--- config.mk ---
export PLATFORM = sky130hd
export DESIGN_NAME = mask_deserializer
export DESIGN_NICKNAME = d
export VERILOG_FILES = /design/src/rtl/mask_deserializer.sv
export SDC_FILE = /design/constraint.sdc
export NUM_CORES = 2
export LEC_CHECK = 0
export CORE_AREA = 4 4 427 429
export CTS_CLUSTER_DIAMETER = 30
export DETAILED_ROUTE_END_ITERATION = 8
export DIE_AREA = 0 0 431 433
export SLEW_MARGIN = 5
export SYNTH_ARGS = -nofsm -noshare
export SYNTH_HDL_FRONTEND = slang
export SYNTH_SLANG_ARGS = --single-unit
--- constraint.sdc ---
create_clock -name clk -period 3.9 [get_ports clk]
set_input_delay 0.975 -clock clk [delete_from_list [all_inputs] [get_ports clk]]
set_output_delay 0.975 -clock clk [all_outputs]
set_load 0.02 [all_outputs]
--- src/rtl/mask_deserializer.sv ---
// Mask deserializer: gathers OP_CHANNEL_WIDTH-bit chunks from the serial mask link into one
// IP_CHANNEL_WIDTH-bit row mask. Row length (16/32/54 chunks) is chosen per row by imageResolution.
// Optional feature: define MASK_DESER_ROWCNT_EN to add a 16-bit delivered-row counter output.
module mask_deserializer #(
  parameter int unsigned OP_CHANNEL_WIDTH = 20,
  parameter int unsigned IP_CHANNEL_WIDTH = 1080,
  parameter int unsigned stepSel0         = 16,
  parameter int unsigned stepSel1         = 32,
  parameter int unsigned stepSel2         = 54
) (
  input  logic                        clk,
  input  logic                        rst_n,
  input  logic                        clk_en,
  input  logic [OP_CHANNEL_WIDTH-1:0] DIN,
  input  logic                        din_valid,
  output logic                        din_ready,
  input  logic [1:0]                  imageResolution,
  input  logic                        flush,
  output logic [IP_CHANNEL_WIDTH-1:0] DOUT,
  output logic                        dout_valid,
  input  logic                        dout_ready,
  output logic                        busy
`ifdef MASK_DESER_ROWCNT_EN
  ,
  output logic [15:0]                 row_count
`endif
);

  localparam int unsigned NumSlots = IP_CHANNEL_WIDTH / OP_CHANNEL_WIDTH;
  localparam int unsigned CntW     = $clog2(NumSlots + 1);
  localparam int unsigned IdxW     = $clog2(IP_CHANNEL_WIDTH);

  typedef enum logic [1:0] {StIdle, StCollect, StHold} state_e;

  state_e                      state_q, state_d;
  logic [CntW-1:0]             cnt_q, cnt_d;
  logic [CntW-1:0]             steps_q, steps_d;
  logic [CntW-1:0]             steps_sel;
  logic [IP_CHANNEL_WIDTH-1:0] dout_q, dout_d;
  logic [IdxW-1:0]             wr_base;
  logic                        chunk_xfer;
  logic                        row_xfer;

  // Zero every bit that lies beyond the last chunk slot of a row of the given length.
  function automatic logic [IP_CHANNEL_WIDTH-1:0] clear_unused(
    input logic [IP_CHANNEL_WIDTH-1:0] row,
    input logic [CntW-1:0]             steps
  );
    logic [IP_CHANNEL_WIDTH-1:0] r;
    r = row;
    for (int unsigned i = 0; i < IP_CHANNEL_WIDTH; i++) begin
      if (i >= 32'(steps) * OP_CHANNEL_WIDTH) r[i[IdxW-1:0]] = 1'b0;
    end
    return r;
  endfunction

  // Outputs follow directly from the registered state.
  assign dout_valid = (state_q == StHold);
  assign busy       = (state_q == StCollect);
  assign din_ready  = (state_q != StHold) | dout_ready;
  assign DOUT       = dout_q;

  assign chunk_xfer = din_valid & din_ready & clk_en;
  assign row_xfer   = dout_valid & dout_ready & clk_en;
  assign wr_base    = IdxW'(cnt_q) * IdxW'(OP_CHANNEL_WIDTH);

  // Decode the row length requested for a row that starts this cycle.
  always_comb begin
    case (imageResolution)
      2'b00:   steps_sel = CntW'(stepSel0);
      2'b01:   steps_sel = CntW'(stepSel1);
      default: steps_sel = CntW'(stepSel2);
    endcase
  end

  // Next-state: chunk placement, row completion, flush and row hand-off.
  always_comb begin
    state_d = state_q;
    cnt_d   = cnt_q;
    steps_d = steps_q;
    dout_d  = dout_q;
    unique case (state_q)
      StIdle: begin
        if (chunk_xfer) begin
          steps_d                         = steps_sel;
          dout_d[OP_CHANNEL_WIDTH-1:0]    = DIN;
          if (steps_sel == CntW'(1)) begin
            dout_d  = clear_unused(dout_d, steps_sel);
            cnt_d   = '0;
            state_d = StHold;
          end else begin
            cnt_d   = CntW'(1);
            state_d = StCollect;
          end
        end
      end
      StCollect: begin
        if (clk_en && flush) begin
          // Flush beats a same-cycle chunk; DOUT keeps its partial contents.
          cnt_d   = '0;
          state_d = StIdle;
        end else if (chunk_xfer) begin
          dout_d[wr_base +: OP_CHANNEL_WIDTH] = DIN;
          if (cnt_q == steps_q - CntW'(1)) begin
            dout_d  = clear_unused(dout_d, steps_q);
            cnt_d   = '0;
            state_d = StHold;
          end else begin
            cnt_d = cnt_q + CntW'(1);
          end
        end
      end
      StHold: begin
        if (row_xfer) begin
          if (chunk_xfer) begin
            // The accepted chunk opens the next row in the same cycle.
            steps_d                      = steps_sel;
            dout_d                       = '0;
            dout_d[OP_CHANNEL_WIDTH-1:0] = DIN;
            if (steps_sel == CntW'(1)) begin
              cnt_d   = '0;
              state_d = StHold;
            end else begin
              cnt_d   = CntW'(1);
              state_d = StCollect;
            end
          end else begin
            state_d = StIdle;
          end
        end
      end
      default: begin
        cnt_d   = '0;
        state_d = StIdle;
      end
    endcase
  end

  // State registers.
  always_ff @(posedge clk or negedge rst_n) begin
    if (!rst_n) begin
      state_q <= StIdle;
      cnt_q   <= '0;
      steps_q <= CntW'(stepSel0);
      dout_q  <= '0;
    end else begin
      state_q <= state_d;
      cnt_q   <= cnt_d;
      steps_q <= steps_d;
      dout_q  <= dout_d;
    end
  end

`ifdef MASK_DESER_ROWCNT_EN
  logic [15:0] row_cnt_q, row_cnt_d;

  // Count delivered rows; wraps naturally at 16 bits.
  always_comb begin
    row_cnt_d = row_xfer ? row_cnt_q + 16'd1 : row_cnt_q;
  end

  // Row counter register.
  always_ff @(posedge clk or negedge rst_n) begin
    if (!rst_n) row_cnt_q <= '0;
    else        row_cnt_q <= row_cnt_d;
  end

  assign row_count = row_cnt_q;
`endif

endmodule

==> metrics.txt <==
status=complete, but fails checks; failing checks=negative setup slack; CTS clock-pin slew for the worst setup and hold paths=~40 ps; Synth area leader=dfrtp_1; GRT Total Usage=a little under two fifths; Post-Syn Nets=4863; Critical Path RT=between 4000 and 5000 ps; area of the multi-input gates=24700 um2; Distinct cells, synth=96; Max Used Layer=met5; met3 wire length=approximately 38000 um; CTS tree=yes; EDFF count, synth=0; drt first pass iters=6; routed length on met2=~160000 um; setup ws final=-27.5 ps; Post-Layout Cell Count=roughly 10000; Seq cells post-synth=1091; largest net degree at the start of global routing=84; layout cells sized above 1=around a third; Antenna Nets Post-Route=0; RSZ-0062 raised after global routing=true; width of the die=about 430 um; synthesized area per cell=10.6 um2; Root Driver=clkbuf_16; GP Congestion=1.02; Startpoint Class=flop; Final Hold Fails=0; first-pass GRT wire length=slightly below 500000 um; number of max-cap violations=0; Power Density=slightly below 1000 nW/um2; Overflow after GRT=0; # hold bufs at CTS=0; fillers=16006; Clock Skew=50.3 ps; H-tree depth=5; Slew @ Worst Pin=between 1000 and 1500 ps; Seq/Total Area, Yosys=a little over half; later-pin clock latency in the skew report=approximately 940 ps; via count=roughly 60000; Pleak=37.9 nW; top cell type's share of synthesized area=a little over half; Die ar.=~190000 um2; routed vias/inst=between 6 and 7; Post-synth ARST share=between 90% and 100%; CORE AREA=around 180000 um2; endpoints failing setup=17; DRC Markers=0; Ys Warns=0; headroom to the max-slew limit=a little over a fifth; Total Neg Setup Slack=-169 ps; M1 wire length=~140000 um; hpwl dp=293000 um; Synth area leaders=dfrtp_1 54%, a22o_1 6.5%, o2bb2ai_1 6.0%; final WL=roughly 370000 um; top_reg_cell synth=dfrtp_1; Port Buffers=between 1000 and 1500; post-DR wirelength/cell=around 37 um; initial DRC count=6661; Initial Util=around 29%; Chip Height=433 um; FP Rows=approximately 160; FMAX=around 0.25 GHz; Worst EP arrival=~4800 ps; post-route minimum period=a little under 4000 ps; most frequent cell after synthesis=dfrtp_1; FF+latch area=between 20000 and 30000 um2; Synth top cells by count=1090 x dfrtp_1, 408 x nand2_1, 381 x o21ai_0, 379 x a22o_1, 349 x o2bb2ai_1; period utilisation layout=101%; worst-case clock buffer depth=4; Crit. End Element=flop; vias in the first global route=about 59000; synthesized instance count=slightly below 5000; Slew Limit Fails=0; # nets final=roughly 7500; kind of critical path=flop to flop; initial antenna violation count=21; I/O Pins=1111; Cells after DPL=about 9400; Worst Path Max Fanout=11; Max VDD drop=~0.00096 V; clock tree sinks=about 1100; Mapped Area=between 50000 and 60000 um2; Layout area overhead=78.4%; HP Class=primary input to asynchronous set/reset pin; CTS buffer count=291
## layout by cell type, fill, tap and decap left out, types with 46 or more instances in the layout
cell type,netlist,routed
clkdlybuf4s50_1,0,1109
a32o_1,147,145
nand2_1,408,392
nor4_2,4,61
nor4_1,160,84
dfrtp_1,1090,1089
o21ai_0,381,256
buf_6,1,68
buf_12,0,200
clkinv_2,0,46
nor3_1,162,102
a22o_1,379,379
o2bb2ai_1,349,336
nor3_2,13,53
buf_4,4,1249
nand4_1,48,48
o211ai_1,94,94
clkbuf_16,0,309
o21ai_1,30,117
nand3_1,182,150
nor2_1,237,214
o22ai_1,101,94
a21oi_1,85,72
## logic make-up after synthesis
logic type	synth area share, %
mux	0.798
xor+xnor	0.371
compound gates	28.1
fa+ha+maj	0.703
flops	53.6
simple gates	13.4
buf+inv	2.96
## timing repair
| item | in CTS | in global routing |
|---|---|---|
| endpoints found under the setup margin | 927 | 935 |
| pin swaps | 27 | 66 |
| buffers inserted | 25 | 63 |
| resized for setup | 208 | 440 |
| gates cloned | 1 | 15 |
## critical path, cell delays in order (launching register included)
cell	delay, ps
dfrtp_1	400
ha_4	260
ha_4	170
fa_2	530
nor3_4	260
buf_6	140
nand3_4	100
buf_6	150
a21oi_4	170
o211ai_1	110
buf_4	200
clkbuf_16	210
buf_12	170
nor3_4	230
buf_12	190
nand4_1	290
o21ai_1	230
## cell type report
type                       instances  area share, %
inverter                          44          0.182
timing repair buffer            2647           28.3
clock inverter                   141           2.12
clock buffer                     366           8.83
tap                             2355           3.24
sequential                      1091           30.1
antenna                           12         0.0331
multi-input combinational       3343           27.2
## metal layers
metal / track usage (%) / vias to the layer above
li1: - / 24261
met1: 46.2 / 30473
met2: 57.9 / 4300
met3: 10.4 / 1242
met4: 28.5 / 6
met5: 0 / -
## stage by stage
stage,hold WS (ps),power [W],worst slack [ps],instance area [um2],util (%)
after floorplan,571,0.0266,0.233,50900,-
after global placement,472,0.0584,-666,77100,43.3
after detailed placement,472,0.0584,-660,77100,43.3
after CTS,152,0.0846,-46.5,88200,49.5
after global routing,162,0.0910,-91.6,90800,51.0
final,132,0.0900,-27.5,90800,51.0
## power breakdown
part           switching, W  internal (W)  total (W)  leakage, nW
combinational        0.0349        0.0190     0.0539         17.9
clock               0.00739        0.0172     0.0246         4.80
sequential         0.000119        0.0115     0.0116         15.2
total                0.0424        0.0477     0.0900         37.9
## path summary, 6_finish.rpt
path | slack [ps] | cells after the start | endpoint | start
min in group clk | 480 | 1 | DOUT[141]$_DFFE_PN0P_ | DOUT[141]$_DFFE_PN0P_
worst max-delay path | -30 | 16 | DOUT[98]$_DFFE_PN0P_ | cnt_q[1]$_DFFE_PN0P_
worst max register to register | -30 | 16 | DOUT[98]$_DFFE_PN0P_ | cnt_q[1]$_DFFE_PN0P_
worst min register to register | 480 | 1 | DOUT[141]$_DFFE_PN0P_ | DOUT[141]$_DFFE_PN0P_
worst min-delay path | 130 | 1 | DOUT[377]$_DFFE_PN0P_ | rst_n
max in group asynchronous | 2510 | 2 | DOUT[142]$_DFFE_PN0P_ | rst_n
## flip-flops by register name (all words and copies together), names as in the netlist
name / count
steps_q: 3
state_q: 2
cnt_q: 6
DOUT: 1080
Power figures use the tool's default switching activity.
